===== src/rtl/regfile_bank.sv =====
// regfile_bank: parametrised bank of NUM_REGS x DATA_WIDTH registers behind the
// reg_en/reg_we bus. Each register is RW, RO (hardware-driven), W1C (sticky status
// set by hw_set rising edges) or WTRIG (single-cycle pulse).
//
// Optional feature macro: REGBANK_IRQ_EN adds the irq output. irq is the OR of all
// W1C status bits ANDed with the RW mask register at IRQ_MASK_IDX.
//
// Ports
//   clk, reset          clock, synchronous active-high reset
//   reg_en, reg_we      bus strobe and write select
//   reg_addr, reg_wdata byte address and write data
//   reg_rdata           read data, updated only on reads
//   reg_rvalid          one-cycle read-data strobe
//   reg_err             one-cycle strobe for an unmapped or misaligned access
//   reg_q               register contents to the core (RO slices read as 0)
//   hw_rdata            values returned on reads of RO registers
//   hw_set              level inputs; a rising edge sets the matching W1C bit
//   wr_pulse            per-register strobe, coincident with the bus update
//   irq                 interrupt (REGBANK_IRQ_EN only)
module regfile_bank #(
  parameter int NUM_REGS   = 8,
  parameter int DATA_WIDTH = 32,
  parameter int ADDR_WIDTH = 32,
  parameter int ADDR_LSB   = 2,
  parameter logic [ADDR_WIDTH-1:0] BASE_ADDR = '0,
  parameter logic [2*NUM_REGS-1:0] REG_MODE = '0,
  parameter logic [NUM_REGS*DATA_WIDTH-1:0] RESET_VAL = '0,
  parameter int IRQ_MASK_IDX = 0
) (
  input  logic                           clk,
  input  logic                           reset,
  input  logic                           reg_en,
  input  logic                           reg_we,
  input  logic [ADDR_WIDTH-1:0]          reg_addr,
  input  logic [DATA_WIDTH-1:0]          reg_wdata,
  output logic [DATA_WIDTH-1:0]          reg_rdata,
  output logic                           reg_rvalid,
  output logic                           reg_err,
  output logic [NUM_REGS*DATA_WIDTH-1:0] reg_q,
  input  logic [NUM_REGS*DATA_WIDTH-1:0] hw_rdata,
  input  logic [NUM_REGS*DATA_WIDTH-1:0] hw_set,
  output logic [NUM_REGS-1:0]            wr_pulse
`ifdef REGBANK_IRQ_EN
  ,
  output logic                           irq
`endif
);

  localparam int IDX_W = $clog2(NUM_REGS);
  localparam logic [1:0] MODE_RW    = 2'd0;
  localparam logic [1:0] MODE_RO    = 2'd1;
  localparam logic [1:0] MODE_W1C   = 2'd2;
  localparam logic [1:0] MODE_WTRIG = 2'd3;
  localparam logic [ADDR_WIDTH-1:0] LSB_MASK = ADDR_WIDTH'((64'd1 << ADDR_LSB) - 64'd1);

  logic [DATA_WIDTH-1:0] q [NUM_REGS];

  // address decode on the live request
  logic [ADDR_WIDTH-1:0] off;
  logic [ADDR_WIDTH-1:0] off_idx;
  logic [IDX_W-1:0]      dec_idx;
  logic                  dec_hit;
  logic [DATA_WIDTH-1:0] rd_val;

  assign off     = reg_addr - BASE_ADDR;
  assign off_idx = off >> ADDR_LSB;
  assign dec_idx = off_idx[IDX_W-1:0];
  assign dec_hit = ((off & LSB_MASK) == '0) && (off_idx < ADDR_WIDTH'(NUM_REGS));

  always_comb begin
    rd_val = '0;
    for (int i = 0; i < NUM_REGS; i++) begin
      if (dec_idx == IDX_W'(i)) begin
        case (REG_MODE[2*i +: 2])
          MODE_RO:    rd_val = hw_rdata[i*DATA_WIDTH +: DATA_WIDTH];
          MODE_WTRIG: rd_val = '0;
          default:    rd_val = q[i];
        endcase
      end
    end
  end

  // stage 1: write request held one cycle before it commits
  logic                  s1_wr;
  logic [IDX_W-1:0]      s1_idx;
  logic [DATA_WIDTH-1:0] s1_wdata;
  logic [NUM_REGS*DATA_WIDTH-1:0] hw_set_dly;
  logic [NUM_REGS*DATA_WIDTH-1:0] set_rise;

  assign set_rise = hw_set & ~hw_set_dly;

  always_ff @(posedge clk) begin
    if (reset) begin
      s1_wr      <= 1'b0;
      s1_idx     <= '0;
      s1_wdata   <= '0;
      reg_rdata  <= '0;
      reg_rvalid <= 1'b0;
      reg_err    <= 1'b0;
      wr_pulse   <= '0;
      hw_set_dly <= '0;
      for (int i = 0; i < NUM_REGS; i++)
        q[i] <= (REG_MODE[2*i +: 2] == MODE_RW) ? RESET_VAL[i*DATA_WIDTH +: DATA_WIDTH] : '0;
    end else begin
      // a missed write is dropped here so it can never reach the commit stage
      s1_wr      <= reg_en & reg_we & dec_hit;
      s1_idx     <= dec_idx;
      s1_wdata   <= reg_wdata;
      reg_rvalid <= reg_en & ~reg_we;
      reg_err    <= reg_en & ~dec_hit;
      hw_set_dly <= hw_set;
      if (reg_en && !reg_we)
        reg_rdata <= dec_hit ? rd_val : '0;

      for (int i = 0; i < NUM_REGS; i++) begin
        logic                  wr_hit;
        logic [DATA_WIDTH-1:0] clr;
        wr_hit      = s1_wr && (s1_idx == IDX_W'(i));
        clr         = wr_hit ? s1_wdata : '0;
        wr_pulse[i] <= wr_hit;
        case (REG_MODE[2*i +: 2])
          MODE_RW:    if (wr_hit) q[i] <= s1_wdata;
          MODE_RO:    q[i] <= '0;
          // set is ORed in after the clear so a coincident edge wins
          MODE_W1C:   q[i] <= (q[i] & ~clr) | set_rise[i*DATA_WIDTH +: DATA_WIDTH];
          MODE_WTRIG: q[i] <= clr;
          default:    q[i] <= q[i];
        endcase
      end
    end
  end

  always_comb begin
    for (int i = 0; i < NUM_REGS; i++)
      reg_q[i*DATA_WIDTH +: DATA_WIDTH] = q[i];
  end

`ifdef REGBANK_IRQ_EN
  if (REG_MODE[2*IRQ_MASK_IDX +: 2] != MODE_RW) begin : g_mask_check
    $error("regfile_bank: IRQ_MASK_IDX must select an RW register");
  end

  logic [DATA_WIDTH-1:0] status_any;

  always_comb begin
    status_any = '0;
    for (int i = 0; i < NUM_REGS; i++)
      if (REG_MODE[2*i +: 2] == MODE_W1C)
        status_any = status_any | q[i];
  end

  always_ff @(posedge clk) begin
    if (reset) irq <= 1'b0;
    else       irq <= |(status_any & q[IRQ_MASK_IDX]);
  end
`endif

endmodule


===== config.mk =====
export PLATFORM = sky130hd
export DESIGN_NAME = regfile_bank
export DESIGN_NICKNAME = d
export VERILOG_FILES = /design/src/rtl/regfile_bank.sv
export SDC_FILE = /design/constraint.sdc
export NUM_CORES = 1
export LEC_CHECK = 0
export CAP_MARGIN = 20
export CORE_AREA = 2 2 338 340
export DETAILED_ROUTE_END_ITERATION = 8
export DIE_AREA = 0 0 340 342
export GPL_ROUTABILITY_DRIVEN = 0
export GPL_TIMING_DRIVEN = 0
export SLEW_MARGIN = 40
export SYNTH_ARGS = -nofsm -noshare
export SYNTH_HDL_FRONTEND = slang
export SYNTH_SLANG_ARGS = --single-unit
export TNS_END_PERCENT = 5

===== constraint.sdc =====
create_clock -name clk -period 3.15 [get_ports clk]
set_input_delay 0.63 -clock clk [delete_from_list [all_inputs] [get_ports clk]]
set_output_delay 0.63 -clock clk [all_outputs]
set_load 0.02 [all_outputs]

==> impl_results.md <==
- Max-slew violation count: 0
- CP dominant cell by count: buf_8
- Peak Freq: 0.335 GHz
- Net Count, Synth: 1560
- Slew Limit Headroom: 43.3%
- Die area: about 0.12 mm^2
- Final setup viols: 0
- Top routing layer used: met5
- Floorplan core area: around 0.11 mm^2
- Flops & latches, synth: 334
- CP peak stage delay: between 0.4 and 0.5 ns
- Post-Syn Instances: 980
- CP max-delay cell: clkdlybuf4s50_1
- CTS tree: yes
- Overflow after GRT: 0
- Hold depth: 2
- Endpoint, Worst Hold: reg_rdata[4]
- Flop2flop setup slack: 0.70 ns
- Largest net degree at the start of global routing: 27
- Final net count: 1971
- Post-detail-place hpwl: 58000 um
- Initial DRC count: 737
- Pwr/cell area: 534 mW/mm^2
- Vias: ~10000
- Outcome: complete, no violations
- Syn_area_per_cell: 13.7 um^2
- Worst EP required: 3.42 ns
- Vias per cell: 3.46
- Synthesis Warnings: 0
- Met1 WL: 28700 um
- Fin crit period: 2.98 ns
- Worst path cell trace: clkdlybuf4s50_1, clkbuf_2, clkbuf_4, buf_1, o21bai_4, buf_8, buf_8
- Tightest Pin Transition: 0.850 ns
- Vias in the first global route: 10600
- Seq/Total Area, Yosys: 68.7%
- EDFF count, synth: 256
- CTS root buf: clkbuf_16
- Post-layout util: between 10% and 20%
- Worst-path clk slew: around 0.06 ns
- Yosys top cell area share: 57.1%
- Worst VDD drop: 453 uV
- Final wirelength: 72800 um
- Clk buf depth: 3
- Worst setup SP type: input port
- Layout area overhead: 52.2%
- Io pins: 878
- Site Rows: 124
- Wire per inst: 24.8 um
- # clock sinks: roughly 330
- R2R cell count: 5
- First-pass GRT wire length: approximately 95000 um
- Top_reg_cell synth: edfxtp_1
- Crit Path Max Fanout: 13
- Unique masters post-synth: 44
- Die H: 342 um
- Starting Density: 11.9%
- Clk_skew: around 0.022 ns
- DRT Pass-1 Iters: 5
- Share of flip-flops with an asynchronous set or reset: 0%
- Min Hold Slack: approximately 0.45 ns
- Max-Cap Viols: 0
- Count of final hold-check violations: 0
- WP data arrival: between 3 and 4 ns
- DR WL met3: a little over 9000 um
- Area leader, netlist: edfxtp_1
- Hold Path Origin: reg_rdata[4]
- Crit path capture type: register
- ANT nets after route: 0
- Total CTS buffers: 37
- H-tree levels: 2
- Hold Crit Class: register to register
- GRT Util Overall: 12.2%
- Initial antenna violation count: 14
- Met2 Routed Length: between 30000 and 40000 um
- Ratio of cells with drive above 1 in the final layout: between 10% and 20%
- Reg-to-Reg End: q[0][187]
- Die Span X: about 340 um
- Worst reg2reg startpoint: s1_idx[0]
- Synthesized area: 0.0135 mm^2
- DRC errors left: 0
- Crit Path Category: input port to register
- Worst-Skew Late Latency: 0.58 ns
- Buffers on Ports: 362
- Leak pwr: 6.90 nW
- Leading post-synthesis cells by cell area: edfxtp_1 (57%), dfxtp_1 (12%), mux4_2 (7.4%)
- Final Cycle Share: roughly 95%
- RSZ-0062 raised after global routing: false
-- cell usage after synthesis, types with 3 or more instances --
cell type / count
edfxtp_1: 256
nor2_1: 214
dfxtp_1: 78
nor2b_1: 51
nand2b_1: 45
mux4_2: 44
clkbuf_1: 41
mux2i_1: 40
nand2_1: 38
inv_1: 32
o21ai_1: 19
buf_2: 15
a21oi_1: 14
nand3_1: 9
nor4_1: 8
a211o_1: 7
o22ai_1: 7
o21ai_0: 6
o31ai_1: 6
a221oi_1: 5
a221oi_2: 5
a22oi_1: 5
o211a_1: 5
buf_1: 3
buf_6: 3
or4_4: 3
-- critical path, delay by kind of cell --
| kind | cells | cell delay, ns |
|---|---|---|
| AOI/OAI and AO/OA | 1 | 0.38 |
| buffers and inverters | 6 | 2.19 |
-- stage by stage --
step / std cells / power (mW) / setup WS [ns] / TNS [ns] / area (um^2)
after global routing: 2930 / 11.3 / 0.0491 / 0 / 20500
after detailed placement: 2863 / 6.60 / -0.585 / -16.17 / 19200
after global placement: 2854 / 6.58 / -2.71 / -508.19 / 19000
final: 2935 / 11.0 / 0.169 / 0 / 20500
after CTS: 2929 / 11.1 / 0.0295 / 0 / 20500
after floorplan: 980 / 5.74 / 0.411 / 0 / 13500
-- repair_timing --
action,in CTS,in global routing
setup buffers,0,0
hold buffers,0,0
gates resized for setup,0,2
setup endpoints to repair,0,12
-- worst max path at each step --
stage,start,endpoint,slack [ns]
2_1_floorplan,reset,q[0][192],0.41
3_3_place_gp,reset,q[0][217],-2.71
3_5_place_dp,reset,q[0][217],-0.58
4_1_cts,reset,q[0][216],0.03
5_1_grt,reset,q[0][215],0.05
6_report,reset,q[0][217],0.17
-- area by class of cell --
type | count | area [um^2]
buffer | 63 | 318
timing repair buffer | 372 | 3800
multi-input combinational | 551 | 3880
inverter | 32 | 120
sequential | 334 | 9250
clock inverter | 16 | 225
antenna | 5 | 12.5
fill | 12300 | 92600
tap | 1512 | 1890
clock buffer | 50 | 995
-- layer usage --
layer  up-vias  track usage [%]
li1       4358                -
met5         -                0
met3       117             6.40
met2       558             18.8
met1      5101             14.1
met4        10             4.99
-- cell usage in the layout, fill, tap and decap left out, types with 26 or more instances in the layout --
| cell type | n |
|---|---|
| clkbuf_1 | 26 |
| dfxtp_1 | 78 |
| clkbuf_16 | 37 |
| clkdlybuf4s50_1 | 362 |
| mux2i_1 | 40 |
| inv_1 | 32 |
| nor2_1 | 214 |
| nand2b_1 | 39 |
| nand2_1 | 38 |
| mux4_2 | 44 |
| edfxtp_1 | 256 |
| nor2b_1 | 51 |
-- registers in the layout, indices dropped and copies added, names as in the netlist --
name / flops
q: 256
reg_err: 1
reg_rvalid: 1
s1_wdata: 32
s1_wr: 1
wr_pulse: 8
reg_rdata: 32
s1_idx: 3
-- cells by family after synthesis --
group / Yosys count / share of synthesized area (%)
buffers and inverters: 95 / 2.98
AOI/OAI and AO/OA: 84 / 4.46
muxes: 84 / 10.3
DFF: 334 / 68.7
and+or+nand+nor: 383 / 13.5
-- power by group --
group / switching (mW) / total [mW] / internal [mW]
clock network: 1.95 / 4.46 / 2.51
registers: 0.146 / 5.09 / 4.94
logic: 0.820 / 1.40 / 0.582
Power figures use the tool's default switching activity.
